===== src/rtl/qmfir_uart_host_if.sv =====
// Request/response bus of the QMFIR UART host: a test controller (master)
// issues register/memory requests and receives one response per request.
interface qmfir_uart_host_if;
    logic        req_valid;
    logic        req_ready;
    logic        req_write;
    logic        req_mem;
    logic [13:0] req_addr;
    logic [31:0] req_wdata;
    logic        rsp_valid;
    logic [23:0] rsp_rdata;
    logic        rsp_timeout;
    logic        pad_err;

    modport master (
        output req_valid, req_write, req_mem, req_addr, req_wdata,
        input  req_ready, rsp_valid, rsp_rdata, rsp_timeout, pad_err
    );

    modport slave (
        input  req_valid, req_write, req_mem, req_addr, req_wdata,
        output req_ready, rsp_valid, rsp_rdata, rsp_timeout, pad_err
    );
endinterface


===== src/rtl/qmfir_uart_host.sv =====
// Host-side initiator for the QMFIR UART protocol: serialises one request into
// command/data bytes for the UART TX FIFO and gathers the 4-byte read reply.
module qmfir_uart_host #(
    parameter int TIMEOUT_W = 16,
    parameter int TIMEOUT   = 50000
) (
    input  logic                  clk,
    input  logic                  rst,
    qmfir_uart_host_if.slave      host,
    output logic [7:0]            tx_din,
    output logic                  tx_we,
    input  logic                  tx_full,
    input  logic [7:0]            rx_dout,
    output logic                  rx_re,
    input  logic                  rx_empty,
    output logic [7:0]            stray_cnt
);

    typedef enum logic [2:0] {
        ST_IDLE,
        ST_CMD_HI,
        ST_CMD_LO,
        ST_WDATA,
        ST_RDATA,
        ST_DONE
    } state_t;

    localparam logic [TIMEOUT_W-1:0] TIMER_LAST = TIMEOUT_W'(TIMEOUT - 1);

    state_t                state_reg,       state_next;
    logic [15:0]           cmd_reg,         cmd_next;
    logic [31:0]           wdata_reg,       wdata_next;
    logic                  write_reg,       write_next;
    logic [1:0]            cnt_reg,         cnt_next;
    logic [TIMEOUT_W-1:0]  timer_reg,       timer_next;
    logic [15:0]           shift_reg,       shift_next;
    logic                  pad_work_reg,    pad_work_next;
    logic [23:0]           rsp_rdata_reg,   rsp_rdata_next;
    logic                  rsp_timeout_reg, rsp_timeout_next;
    logic                  pad_err_reg,     pad_err_next;
    logic [7:0]            stray_reg,       stray_next;
    logic                  req_ready_c;
    logic                  rsp_valid_c;

    // Write-data bytes in transmission order, most significant first.
    logic [7:0] wbyte [4];
    for (genvar gi = 0; gi < 4; gi++) begin : g_wbyte
        assign wbyte[gi] = wdata_reg[31 - 8*gi -: 8];
    end

    always_ff @(posedge clk) begin
        if (rst) begin
            state_reg       <= ST_IDLE;
            cmd_reg         <= '0;
            wdata_reg       <= '0;
            write_reg       <= 1'b0;
            cnt_reg         <= '0;
            timer_reg       <= '0;
            shift_reg       <= '0;
            pad_work_reg    <= 1'b0;
            rsp_rdata_reg   <= '0;
            rsp_timeout_reg <= 1'b0;
            pad_err_reg     <= 1'b0;
            stray_reg       <= '0;
        end else begin
            state_reg       <= state_next;
            cmd_reg         <= cmd_next;
            wdata_reg       <= wdata_next;
            write_reg       <= write_next;
            cnt_reg         <= cnt_next;
            timer_reg       <= timer_next;
            shift_reg       <= shift_next;
            pad_work_reg    <= pad_work_next;
            rsp_rdata_reg   <= rsp_rdata_next;
            rsp_timeout_reg <= rsp_timeout_next;
            pad_err_reg     <= pad_err_next;
            stray_reg       <= stray_next;
        end
    end

    always_comb begin
        state_next       = state_reg;
        cmd_next         = cmd_reg;
        wdata_next       = wdata_reg;
        write_next       = write_reg;
        cnt_next         = cnt_reg;
        timer_next       = '0;
        shift_next       = shift_reg;
        pad_work_next    = pad_work_reg;
        rsp_rdata_next   = rsp_rdata_reg;
        rsp_timeout_next = rsp_timeout_reg;
        pad_err_next     = pad_err_reg;
        stray_next       = stray_reg;
        tx_din           = '0;
        tx_we            = 1'b0;
        rx_re            = 1'b0;
        req_ready_c      = 1'b0;
        rsp_valid_c      = 1'b0;

        case (state_reg)
            ST_IDLE: begin
                req_ready_c = 1'b1;
                // Anything arriving outside a read is unsolicited; drain and count it.
                rx_re = ~rx_empty;
                if (rx_re && stray_reg != 8'hFF) begin
                    stray_next = stray_reg + 8'd1;
                end
                if (host.req_valid) begin
                    cmd_next      = {host.req_write, host.req_mem, host.req_addr};
                    wdata_next    = host.req_wdata;
                    write_next    = host.req_write;
                    cnt_next      = '0;
                    pad_work_next = 1'b0;
                    state_next    = ST_CMD_HI;
                end
            end

            ST_CMD_HI: begin
                tx_din = cmd_reg[15:8];
                tx_we  = ~tx_full;
                if (tx_we) begin
                    state_next = ST_CMD_LO;
                end
            end

            ST_CMD_LO: begin
                tx_din = cmd_reg[7:0];
                tx_we  = ~tx_full;
                if (tx_we) begin
                    cnt_next   = '0;
                    state_next = write_reg ? ST_WDATA : ST_RDATA;
                end
            end

            ST_WDATA: begin
                tx_din = wbyte[cnt_reg];
                tx_we  = ~tx_full;
                if (tx_we) begin
                    cnt_next = cnt_reg + 2'd1;
                    if (cnt_reg == 2'd3) begin
                        rsp_rdata_next   = '0;
                        rsp_timeout_next = 1'b0;
                        pad_err_next     = 1'b0;
                        state_next       = ST_DONE;
                    end
                end
            end

            ST_RDATA: begin
                rx_re = ~rx_empty;
                if (rx_re) begin
                    cnt_next = cnt_reg + 2'd1;
                    if (cnt_reg == 2'd0) begin
                        pad_work_next = (rx_dout != 8'h00);
                    end else begin
                        shift_next = {shift_reg[7:0], rx_dout};
                    end
                    if (cnt_reg == 2'd3) begin
                        rsp_rdata_next   = {shift_reg, rx_dout};
                        rsp_timeout_next = 1'b0;
                        pad_err_next     = pad_work_reg;
                        state_next       = ST_DONE;
                    end
                end else if (timer_reg == TIMER_LAST) begin
                    // Reply stalled too long: give up, the tail drains as stray bytes.
                    rsp_rdata_next   = '0;
                    rsp_timeout_next = 1'b1;
                    pad_err_next     = pad_work_reg;
                    state_next       = ST_DONE;
                end else begin
                    timer_next = timer_reg + TIMEOUT_W'(1);
                end
            end

            ST_DONE: begin
                rsp_valid_c = 1'b1;
                state_next  = ST_IDLE;
            end

            default: begin
                state_next = ST_IDLE;
            end
        endcase
    end

    assign host.req_ready   = req_ready_c;
    assign host.rsp_valid   = rsp_valid_c;
    assign host.rsp_rdata   = rsp_rdata_reg;
    assign host.rsp_timeout = rsp_timeout_reg;
    assign host.pad_err     = pad_err_reg;
    assign stray_cnt        = stray_reg;

endmodule


===== src/flat_wrapper.sv =====
// flat-port wrapper written by rule: the top's interface ports become plain ports
module qmfir_uart_host_flat 
#(
    parameter int TIMEOUT_W = 16,
    parameter int TIMEOUT   = 50000
)
  (clk, rst, tx_din, tx_we, tx_full, rx_dout, rx_re, rx_empty, stray_cnt, host_req_valid, host_req_write, host_req_mem, host_req_addr, host_req_wdata, host_req_ready, host_rsp_valid, host_rsp_rdata, host_rsp_timeout, host_pad_err);
  qmfir_uart_host_if host_i ();
  input  logic clk;
  input  logic rst;
  output logic [7:0] tx_din;
  output logic tx_we;
  input  logic tx_full;
  input  logic [7:0] rx_dout;
  output logic rx_re;
  input  logic rx_empty;
  output logic [7:0] stray_cnt;
  input wire logic [$bits(host_i.req_valid)-1:0] host_req_valid;
  input wire logic [$bits(host_i.req_write)-1:0] host_req_write;
  input wire logic [$bits(host_i.req_mem)-1:0] host_req_mem;
  input wire logic [$bits(host_i.req_addr)-1:0] host_req_addr;
  input wire logic [$bits(host_i.req_wdata)-1:0] host_req_wdata;
  output wire logic [$bits(host_i.req_ready)-1:0] host_req_ready;
  output wire logic [$bits(host_i.rsp_valid)-1:0] host_rsp_valid;
  output wire logic [$bits(host_i.rsp_rdata)-1:0] host_rsp_rdata;
  output wire logic [$bits(host_i.rsp_timeout)-1:0] host_rsp_timeout;
  output wire logic [$bits(host_i.pad_err)-1:0] host_pad_err;
  assign host_i.req_valid = host_req_valid;
  assign host_i.req_write = host_req_write;
  assign host_i.req_mem = host_req_mem;
  assign host_i.req_addr = host_req_addr;
  assign host_i.req_wdata = host_req_wdata;
  assign host_req_ready = host_i.req_ready;
  assign host_rsp_valid = host_i.rsp_valid;
  assign host_rsp_rdata = host_i.rsp_rdata;
  assign host_rsp_timeout = host_i.rsp_timeout;
  assign host_pad_err = host_i.pad_err;
  qmfir_uart_host #(.TIMEOUT_W(TIMEOUT_W), .TIMEOUT(TIMEOUT)) u_core (.clk(clk), .rst(rst), .host(host_i), .tx_din(tx_din), .tx_we(tx_we), .tx_full(tx_full), .rx_dout(rx_dout), .rx_re(rx_re), .rx_empty(rx_empty), .stray_cnt(stray_cnt));
endmodule

===== config.mk =====
export PLATFORM = sky130hd
export DESIGN_NAME = qmfir_uart_host_flat
export DESIGN_NICKNAME = d
export VERILOG_FILES = /design/src/rtl/qmfir_uart_host_if.sv /design/src/rtl/qmfir_uart_host.sv /design/src/flat_wrapper.sv
export SDC_FILE = /design/constraint.sdc
export NUM_CORES = 1
export LEC_CHECK = 0
export BUFFER_PORTS_ARGS = -buffer_cell sky130_fd_sc_hd__buf_4
export CORE_UTILIZATION = 55
export CTS_CLUSTER_SIZE = 25
export DETAILED_ROUTE_END_ITERATION = 12
export PLACE_DENSITY = 0.8
export SLEW_MARGIN = 10
export SYNTH_ARGS = -nofsm -noshare
export SYNTH_HDL_FRONTEND = slang
export SYNTH_SLANG_ARGS = --single-unit

===== constraint.sdc =====
create_clock -name clk -period 2.6 [get_ports clk]
set_clock_uncertainty 0.1 [all_clocks]
set_input_delay 0.13 -clock clk [delete_from_list [all_inputs] [get_ports clk]]
set_output_delay 0.13 -clock clk [all_outputs]
set_load 0.03 [all_outputs]

## Yosys cells after proc, flatten, opt, wreduce, memory -nomap -nowiden

Cells that the tools add are included.

| operators by class | value |
|---|---|
| add/subtract/negate cells | 3 |
| order comparisons | 1 |
| equality and inequality tests | 17 |
| muxes and demuxes | 43 |
| bitwise gates (word level) | 5 |
| reductions and logical operators | 18 |

Operators by type and width:

| cell | number |
|---|---|
| 24-bit two-way mux | 5 |
| 24-bit case mux with 2 select lines | 1 |
| 3-bit two-way mux | 8 |
| 8-bit case mux with 3 select lines | 1 |
| 16-bit by 1-bit adder with 16-bit output (second input constant) | 1 |
| 8-bit binary-select mux with 2-bit select | 1 |
| 16-bit equality test (second input constant) | 1 |
| 1-bit two-way mux | 16 |
| 8-bit two-way mux | 2 |
| 3-bit case mux with 5 select lines | 1 |
| 5-bit AND reduction | 3 |
| 2-bit inequality test (second input constant) | 5 |
| 8-bit by 1-bit adder with 8-bit output (second input constant) | 1 |
| 2-bit two-way mux | 4 |
| 8-bit inequality test (second input constant) | 1 |
| 2-bit case mux with 4 select lines | 1 |
| 8-bit nonzero test | 1 |
| 3-bit by 2-bit equality test with 1-bit output (second input constant) | 2 |
| 3-bit equality test (second input constant) | 2 |
| 3-bit by 2-bit inequality test with 1-bit output (second input constant) | 2 |
| 1-bit case mux with 2 select lines | 3 |
| 3-bit AND reduction | 2 |
| 2-bit by 1-bit inequality test with 1-bit output (second input constant) | 2 |
| 1-bit NOT | 4 |
| 15 further kinds | 17 |

| storage, ports and cells | value |
|---|---|
| register bits | 121 |
| input bits | 61 |
| output and inout bits | 46 |
| logic and storage cells | 99 |

## Longest topological paths before layout

Gate-level depths: netlist of run 1.

| logic depth | value |
|---|---|
| depth after elaboration | 5 |
| gate-level depth with buffers | 8 |
| mapped depth without buffers | 5 |

## Worst setup path after synthesis of run 1

Ideal clock, no wire load.

| timing | value |
|---|---|
| path type | flip-flop to flip-flop |
| from | register u_core.state_reg[2] |
| to | register u_core.wdata_reg[1], in the netlist u_core.wbyte[1] |
| arrival time | 1947 ps |
| required time | 2368 ps |
| setup slack | 421 ps |
| stages on the path, launching flop included | 8 |
| path buffers | 3 |
| clock period less this slack | 2179 ps |
| cells stage by stage | dfxtp_1 buf_2 nor3_1 nand2_1 clkbuf_1 buf_1 nand2_1 a21oi_1 |

| on the way | value |
|---|---|
| longest elaborated chain between the ends | 2 |

RTL lines:

| what | line | source |
|---|---|---|
| start, declared | qmfir_uart_host.sv:30 | `state_t state_reg, state_next;` |
| start signal, assigned | qmfir_uart_host.sv:66 | `state_reg <= state_next;` |
| 3-bit zero test | qmfir_uart_host.sv:100 | `case (state_reg)` |
| 2-bit AND reduction (no line) | - |  |
| end signal, assigned | qmfir_uart_host.sv:68 | `wdata_reg <= wdata_next;` |
| end, declared | qmfir_uart_host.sv:32 | `logic [31:0] wdata_reg, wdata_next;` |

No other way between the ends.
A chain may end at the register's enable or synchronous reset.

## Worst setup path in the final report of run 1

| timing | value |
|---|---|
| from | register u_core.cnt_reg[0] |
| to | output tx_din[5] |

| on the way | value |
|---|---|
| longest elaborated chain between the ends | 5 |

RTL lines:

| what | line | source |
|---|---|---|
| start, declared | qmfir_uart_host.sv:34 | `logic [1:0] cnt_reg, cnt_next;` |
| start signal, assigned | qmfir_uart_host.sv:70 | `cnt_reg <= cnt_next;` |
| 2-bit NOT with 3-bit output (not written as such) | qmfir_uart_host.sv:136 | `tx_din = wbyte[cnt_reg];` |
| 8-bit binary-select mux with 2-bit select | qmfir_uart_host.sv:136 |  |
| 8-bit two-way mux (not written as such) (2 in a row) | qmfir_uart_host.sv:136 |  |
| 8-bit case mux with 3 select lines | qmfir_uart_host.sv:100 |  |
| end, declared | flat_wrapper.sv:11 | `output logic [7:0] tx_din;` |

No other way between the ends. The select of a mux whose other input is x is not followed.

==> results.sh, run 1 <==
export IMPL_power_density_nw_per_um2=780
export IMPL_finalPower_mw=5.77
export IMPL_dp_hpwl_mm=7.98
export IMPL_status="finished, final reports clean"
export IMPL_worstHoldPathCells=2
export IMPL_critPathMaxStageDelay_ns=0.56
export IMPL_viasPerCell=5.61
export IMPL_num_vias=5129
export IMPL_crit_type="register to output port"
export IMPL_max_freq_mhz=398
export IMPL_fin_crit_ns=2.52
export IMPL_multi_input_area_um2=2670
export IMPL_critical_path_peak_fanout=9
export IMPL_cp_buffers_inverters=1
export IMPL_clockBufferDepth=2
export IMPL_final_period_utilization_pct=96.7
export IMPL_critical_path_cell_chain="mux4_2, mux2_2, a22oi_1, nor2_1, buf_4"
export IMPL_track_usage_pct=30.8
export IMPL_setup_violations=0
export IMPL_cp_slowest_cell="mux4_2"
export IMPL_cts_root_buffer="clkbuf_8"
export IMPL_syn_num_nets=684
export IMPL_num_rows=35
export IMPL_cp_data_required_time_ns=2.37
export IMPL_synth_edf_count=0
export IMPL_largest_register_ffs=32
export IMPL_cp_arrival_ns=2.29
export IMPL_drtIter0Drc=384
export IMPL_ir_drop_mv=0.528
export IMPL_num_io_pins=107
export IMPL_holdCritPathClass="input port to register"
export IMPL_initial_core_util_pct=57.0
export IMPL_finalMaxSlewViolations=0
export IMPL_fillCellCount=550
export IMPL_core_region_area_um2=9240
export IMPL_yosysUniqueCellTypes=55
export IMPL_critPathTopFamily="multiplexers"
export IMPL_grt_pass1_wl_mm=23.9
export IMPL_cts_buffers=17
export IMPL_total_leakage_power_nw=3.00
export IMPL_postLayoutCellArea_um2=7390
export IMPL_regArea_um2=2410
export IMPL_hold_viol_final=0
export IMPL_synth_seq_cells=120
export IMPL_worstMarginPinSlew_ns=0.674
export IMPL_place_area_um2=6150
export IMPL_final_antenna_net_count=0
export IMPL_synth_area_leaders="dfxtp_1 (46%), nand2_1 (12%), a21oi_1 (7.2%), mux2i_1 (4.9%), mux4_2 (3.4%)"
export IMPL_drc_errors=0
export IMPL_antenna_found_initial=0
export IMPL_hold_ws_ns=0.0240
export IMPL_clk_pin_slew_ns=0.06
export IMPL_wl_mm=15.0
export IMPL_layout_nets=838
export IMPL_clock_sinks=120
export IMPL_rsz0062_at_grt="false"
export IMPL_die_area_um2=9970
export IMPL_grt_pass1_vias=4943
export IMPL_layout_drive_gt1_share_pct=22.7
export IMPL_yosysTopAreaCellShare_pct=45.6
export IMPL_portBuffers=106
export IMPL_endpoint_kind="output port"
export IMPL_setup_tns_ns=0
export IMPL_netlist_area_um2=5270
export IMPL_max_cap_viol_count=0
export IMPL_grt_overflow=0
export IMPL_die_w_um=99.9
export IMPL_avgSynthCellArea_um2=8.52
export IMPL_yosys_most_used_dff="dfxtp_1"
export IMPL_synth_top_area_cell="dfxtp_1"
export IMPL_area_growth_pct=40.3
export IMPL_synth_seq_area_share_pct=45.6
export IMPL_worst_path_stages=5
export IMPL_die_y_um=99.9
export IMPL_clk_latency_ns=0.52
export IMPL_post_cts_setup_buffer_count=0
export IMPL_antenna_cells=0
export IMPL_cts_tree="built"
export IMPL_async_flop_share_pct=0
export IMPL_grt_max_degree=72
export IMPL_htreeDepth=4
export IMPL_cp_start_kind="register"
export IMPL_wl_per_cell_um=16.4
export IMPL_rr_worst_depth=4
export IMPL_gp_congestion=0.788
export IMPL_synthCells=618
export IMPL_synth_warnings=0
export IMPL_firstDrtPassIters=5
export IMPL_relSlewSlack_pct=55.0
## cell families (layout without fill, tap and decap cells)
group | count (synthesis) | after routing | share of synthesized area [%]
AOI/OAI and AO/OA | 107 | 107 | 11.9
xor gates and xnor gates | 16 | 16 | 2.66
adders and majority gates | 5 | 5 | 1.19
buffers and inverters | 48 | 215 | 3.90
DFF | 120 | 120 | 45.6
muxes | 42 | 42 | 10.1
and+or+nand+nor | 280 | 280 | 24.7
## cell usage in the layout (no fill, tap or decap), types with 4 or more instances in the layout
cell type      count
nor2_1            37
buf_4            117
nand4_1            4
mux2i_1           26
a21oi_1           76
inv_1              7
xnor2_1            8
o21ai_0            5
ha_1               5
mux2_2             8
nand2b_1          26
nor3_1             7
dlygate4sd3_1     58
mux4_2             8
clkbuf_16         16
nand3_1            5
nor4_1             6
or3_1              4
nand2_1          163
a22oi_1            8
xor2_1             8
bufinv_16          5
dfxtp_1          118
## worst reg2reg max path: stages, from the launching register on
cell	delay, ns
dfxtp_1	0.41
or4b_1	0.76
nor2_2	0.55
nand2_1	0.14
a21oi_1	0.16
## Yosys cell counts (5+ instances only)
master    instances
a21oi_1          76
a22oi_1           8
buf_2             8
clkbuf_1         29
dfxtp_1         120
ha_1              5
inv_1             7
mux2_2            8
mux2i_1          26
mux4_2            8
nand2_1         163
nand2b_1         26
nand3_1           5
nor2_1           37
nor3_1            7
nor4_1            6
o21ai_0           5
xnor2_1           8
xor2_1            8
## per-stage QoR
step / setup WS, ns / instances / util (%)
after floorplan: 0.421 / 618 / -
after global placement: 0.449 / 824 / 66.6
after detailed placement: 0.434 / 824 / 66.6
after CTS: 0.0210 / 914 / 79.9
after global routing: 0.0167 / 914 / 80.0
final: 0.0846 / 914 / 80.0
## path summary, 6_finish.rpt
check	slack (ns)	end	from
min reg2reg	0.35	u_core.wbyte[16]	u_core.wbyte[16]
max	0.08	tx_din[5]	u_core.cnt_reg[0]
min	0.02	u_core.stray_cnt[6]	rst
max reg2reg	0.39	u_core.shift_reg[13]	u_core.state_reg[1]
## power breakdown
part	switching [mW]	total, mW	internal (mW)
logic	0.668	1.13	0.462
clock network	0.837	2.54	1.71
registers	0.116	2.09	1.98
## what timing repair did
| action | CTS | global route |
|---|---|---|
| gates resized for setup | 1 | 4 |
| setup endpoints to repair | 8 | 8 |
| hold buffers | 58 | 0 |
| endpoints found under the hold margin | 72 | 0 |
| cloned | 0 | 0 |
## final cells by class
class | count | area share, %
Clock inverter | 11 | 2.64
Timing Repair Buffer | 176 | 20.0
Clock buffer | 21 | 6.08
Tap cell | 129 | 2.18
Sequential cell | 120 | 32.6
Inverter | 7 | 0.356
Multi-Input combinational cell | 450 | 36.2
## per-layer routing
metal / global-route usage, % / wire [um] / up-vias
met3: 7.24 / 886 / 42
met1: 35.5 / 5880 / 2445
met4: 12.7 / 425 / 0
met5: 0 / 0 / -
li1: - / - / 2405
met2: 54.9 / 7790 / 237
Power figures use the tool's default switching activity.
==> inputs of run 2 (changes only) <==
==> constraint.sdc (replaced) <==
create_clock -name clk -period 2.6 [get_ports clk]
set_clock_uncertainty 0.1 [all_clocks]
set_input_delay 0.52 -clock clk [delete_from_list [all_inputs] [get_ports clk]]
set_output_delay 0.52 -clock clk [all_outputs]
set_load 0.03 [all_outputs]
==> results.sh, run 2 (synthesis gave the netlist of run 1 again) <==
export IMPL_postLayoutCellArea_um2=6910
export IMPL_dp_hpwl_mm=8.37
export IMPL_layout_drive_gt1_share_pct=26.4
export IMPL_clk_latency_ns=0.52
export IMPL_pwr_share_clk_pct=44.0
export IMPL_endpoint_kind="output port"
export IMPL_htreeDepth=4
export IMPL_critPathTopFamily="multiplexers"
export IMPL_antenna_cells=0
export IMPL_fillCellCount=642
export IMPL_share_comb_of_total_power_pct=18.2
export IMPL_setup_ws_ns=-0.122
export IMPL_clockBufferDepth=2
export IMPL_cts_buffers=17
export IMPL_drtIter0Drc=250
export IMPL_grt_pass1_vias=4527
export IMPL_status="complete, but fails checks"
export IMPL_track_usage_pct=26.9
export IMPL_max_cap_viol_count=0
export IMPL_cts_root_buffer="clkbuf_8"
export IMPL_violations="negative setup slack"
export IMPL_grt_max_degree=50
export IMPL_initial_core_util_pct=57.0
export IMPL_critical_path_cell_chain="mux4_2, mux2_4, a22oi_2, nor2_1, buf_4"
export IMPL_finalMaxSlewViolations=0
export IMPL_final_cell_mix="nand2_1 (163), buf_4 (122), dfxtp_1 (116), a21oi_1 (76), nor2_1 (37)"
export IMPL_power_frac_seq_pct=37.7
export IMPL_die_y_um=99.9
export IMPL_cp_data_required_time_ns=1.98
export IMPL_die_w_um=99.9
export IMPL_total_leakage_power_nw=2.79
export IMPL_relSlewSlack_pct=59.0
export IMPL_drc_errors=0
export IMPL_final_antenna_net_count=0
export IMPL_wl_per_cell_um=15.3
export IMPL_firstDrtPassIters=5
export IMPL_portBuffers=106
export IMPL_critPathMaxStageDelay_ns=0.53
export IMPL_worstMarginPinSlew_ns=0.610
export IMPL_die_area_um2=9970
export IMPL_cp_start_kind="register"
export IMPL_multi_input_area_um2=2740
export IMPL_power_density_nw_per_um2=820
export IMPL_rsz0062_at_grt="true"
export IMPL_place_area_um2=6170
export IMPL_clock_sinks=120
export IMPL_holdCritPathClass="input port to register"
export IMPL_antenna_found_initial=0
export IMPL_internal_power_mw=4.09
export IMPL_num_rows=35
export IMPL_cts_tree="built"
export IMPL_setup_violations=8
export IMPL_cp_slowest_cell="mux4_2"
export IMPL_regArea_um2=2410
export IMPL_crit_type="register to output port"
export IMPL_core_region_area_um2=9240
export IMPL_largest_register_ffs=32
export IMPL_gp_congestion=0.846
export IMPL_max_freq_mhz=367
export IMPL_swShare_pct=27.9
export IMPL_area_growth_pct=31.2
export IMPL_num_vias=4767
export IMPL_grt_overflow=0
export IMPL_layout_nets=785
export IMPL_critical_path_peak_fanout=8
export IMPL_cp_arrival_ns=2.10
export IMPL_grt_pass1_wl_mm=21.0
export IMPL_cp_buffers_inverters=1
export IMPL_final_period_utilization_pct=105
export IMPL_num_io_pins=107
export IMPL_hold_buffers=0
export IMPL_clk_pin_slew_ns=0.06
export IMPL_fin_crit_ns=2.72
export IMPL_finalPower_mw=5.67
export IMPL_viasPerCell=5.54
export IMPL_ir_drop_mv=0.441
export IMPL_hold_viol_final=0
export IMPL_final_common_cell="nand2_1"
export IMPL_wl_mm=13.1
export IMPL_p_sw_mw=1.58
## run 2: metrics by stage
stage / hold WS, ns / setup TNS (ns) / utilization [%] / worst slack, ns / instances
2_1_floorplan: 0.330 / 0 / - / 0.161 / 618
3_3_place_gp: 0.342 / 0 / 66.8 / 0.238 / 826
3_5_place_dp: 0.347 / 0 / 66.8 / 0.200 / 826
4_1_cts: 0.138 / -0.692 / 74.6 / -0.107 / 860
5_1_grt: 0.153 / -1.15 / 74.8 / -0.164 / 861
6_report: 0.146 / -0.718 / 74.8 / -0.122 / 861
## run 2: final cells by class
type	count	share of cell area, %
Clock inverter	12	2.88
Multi-Input combinational cell	450	39.6
Timing Repair Buffer	123	13.5
Sequential cell	120	34.9
Inverter	7	0.380
Clock buffer	20	6.30
Tap cell	129	2.34
## run 2: power groups by stage
stage / logic, mW / registers (mW) / clock network [mW]
after floorplan: 0.681 / 2.10 / 0
after global placement: 0.920 / 2.15 / 0
after detailed placement: 0.942 / 2.15 / 0
after CTS: 1.01 / 2.13 / 2.51
after global routing: 1.12 / 2.15 / 2.59
final: 1.03 / 2.14 / 2.50
## run 2: worst paths after layout
path                            slack, ns                        end  depth (start not counted)                 start
worst min-delay path                 0.15          u_core.cmd_reg[2]                          3      host_req_addr[2]
worst max register to register       0.43       u_core.timer_reg[13]                          4   u_core.state_reg[0]
worst min register to register       0.36  u_core.host.rsp_rdata[18]                          2  u_core.shift_reg[10]
worst max-delay path                -0.12                  tx_din[6]                          5     u_core.cnt_reg[0]
## run 2: layer usage
layer / track usage [%] / wire [um]
met1: 31.6 / 5350
met2: 45.0 / 6500
met3: 5.36 / 717
met4: 17.1 / 573
met5: 0 / 0
## run 2: repair_timing
| action | 4_1_cts | 5_1_grt |
|---|---|---|
| endpoints found under the setup margin | 8 | 8 |
| endpoints found under the hold margin | 0 | 0 |
| resized for setup | 21 | 2 |
| pin swaps | 0 | 1 |
| setup buffers | 2 | 1 |
## run 2: worst min-delay path, stage by stage
cell,delay [ns]
buf_4,0.11
nand2_1,0.05
a21oi_1,0.05
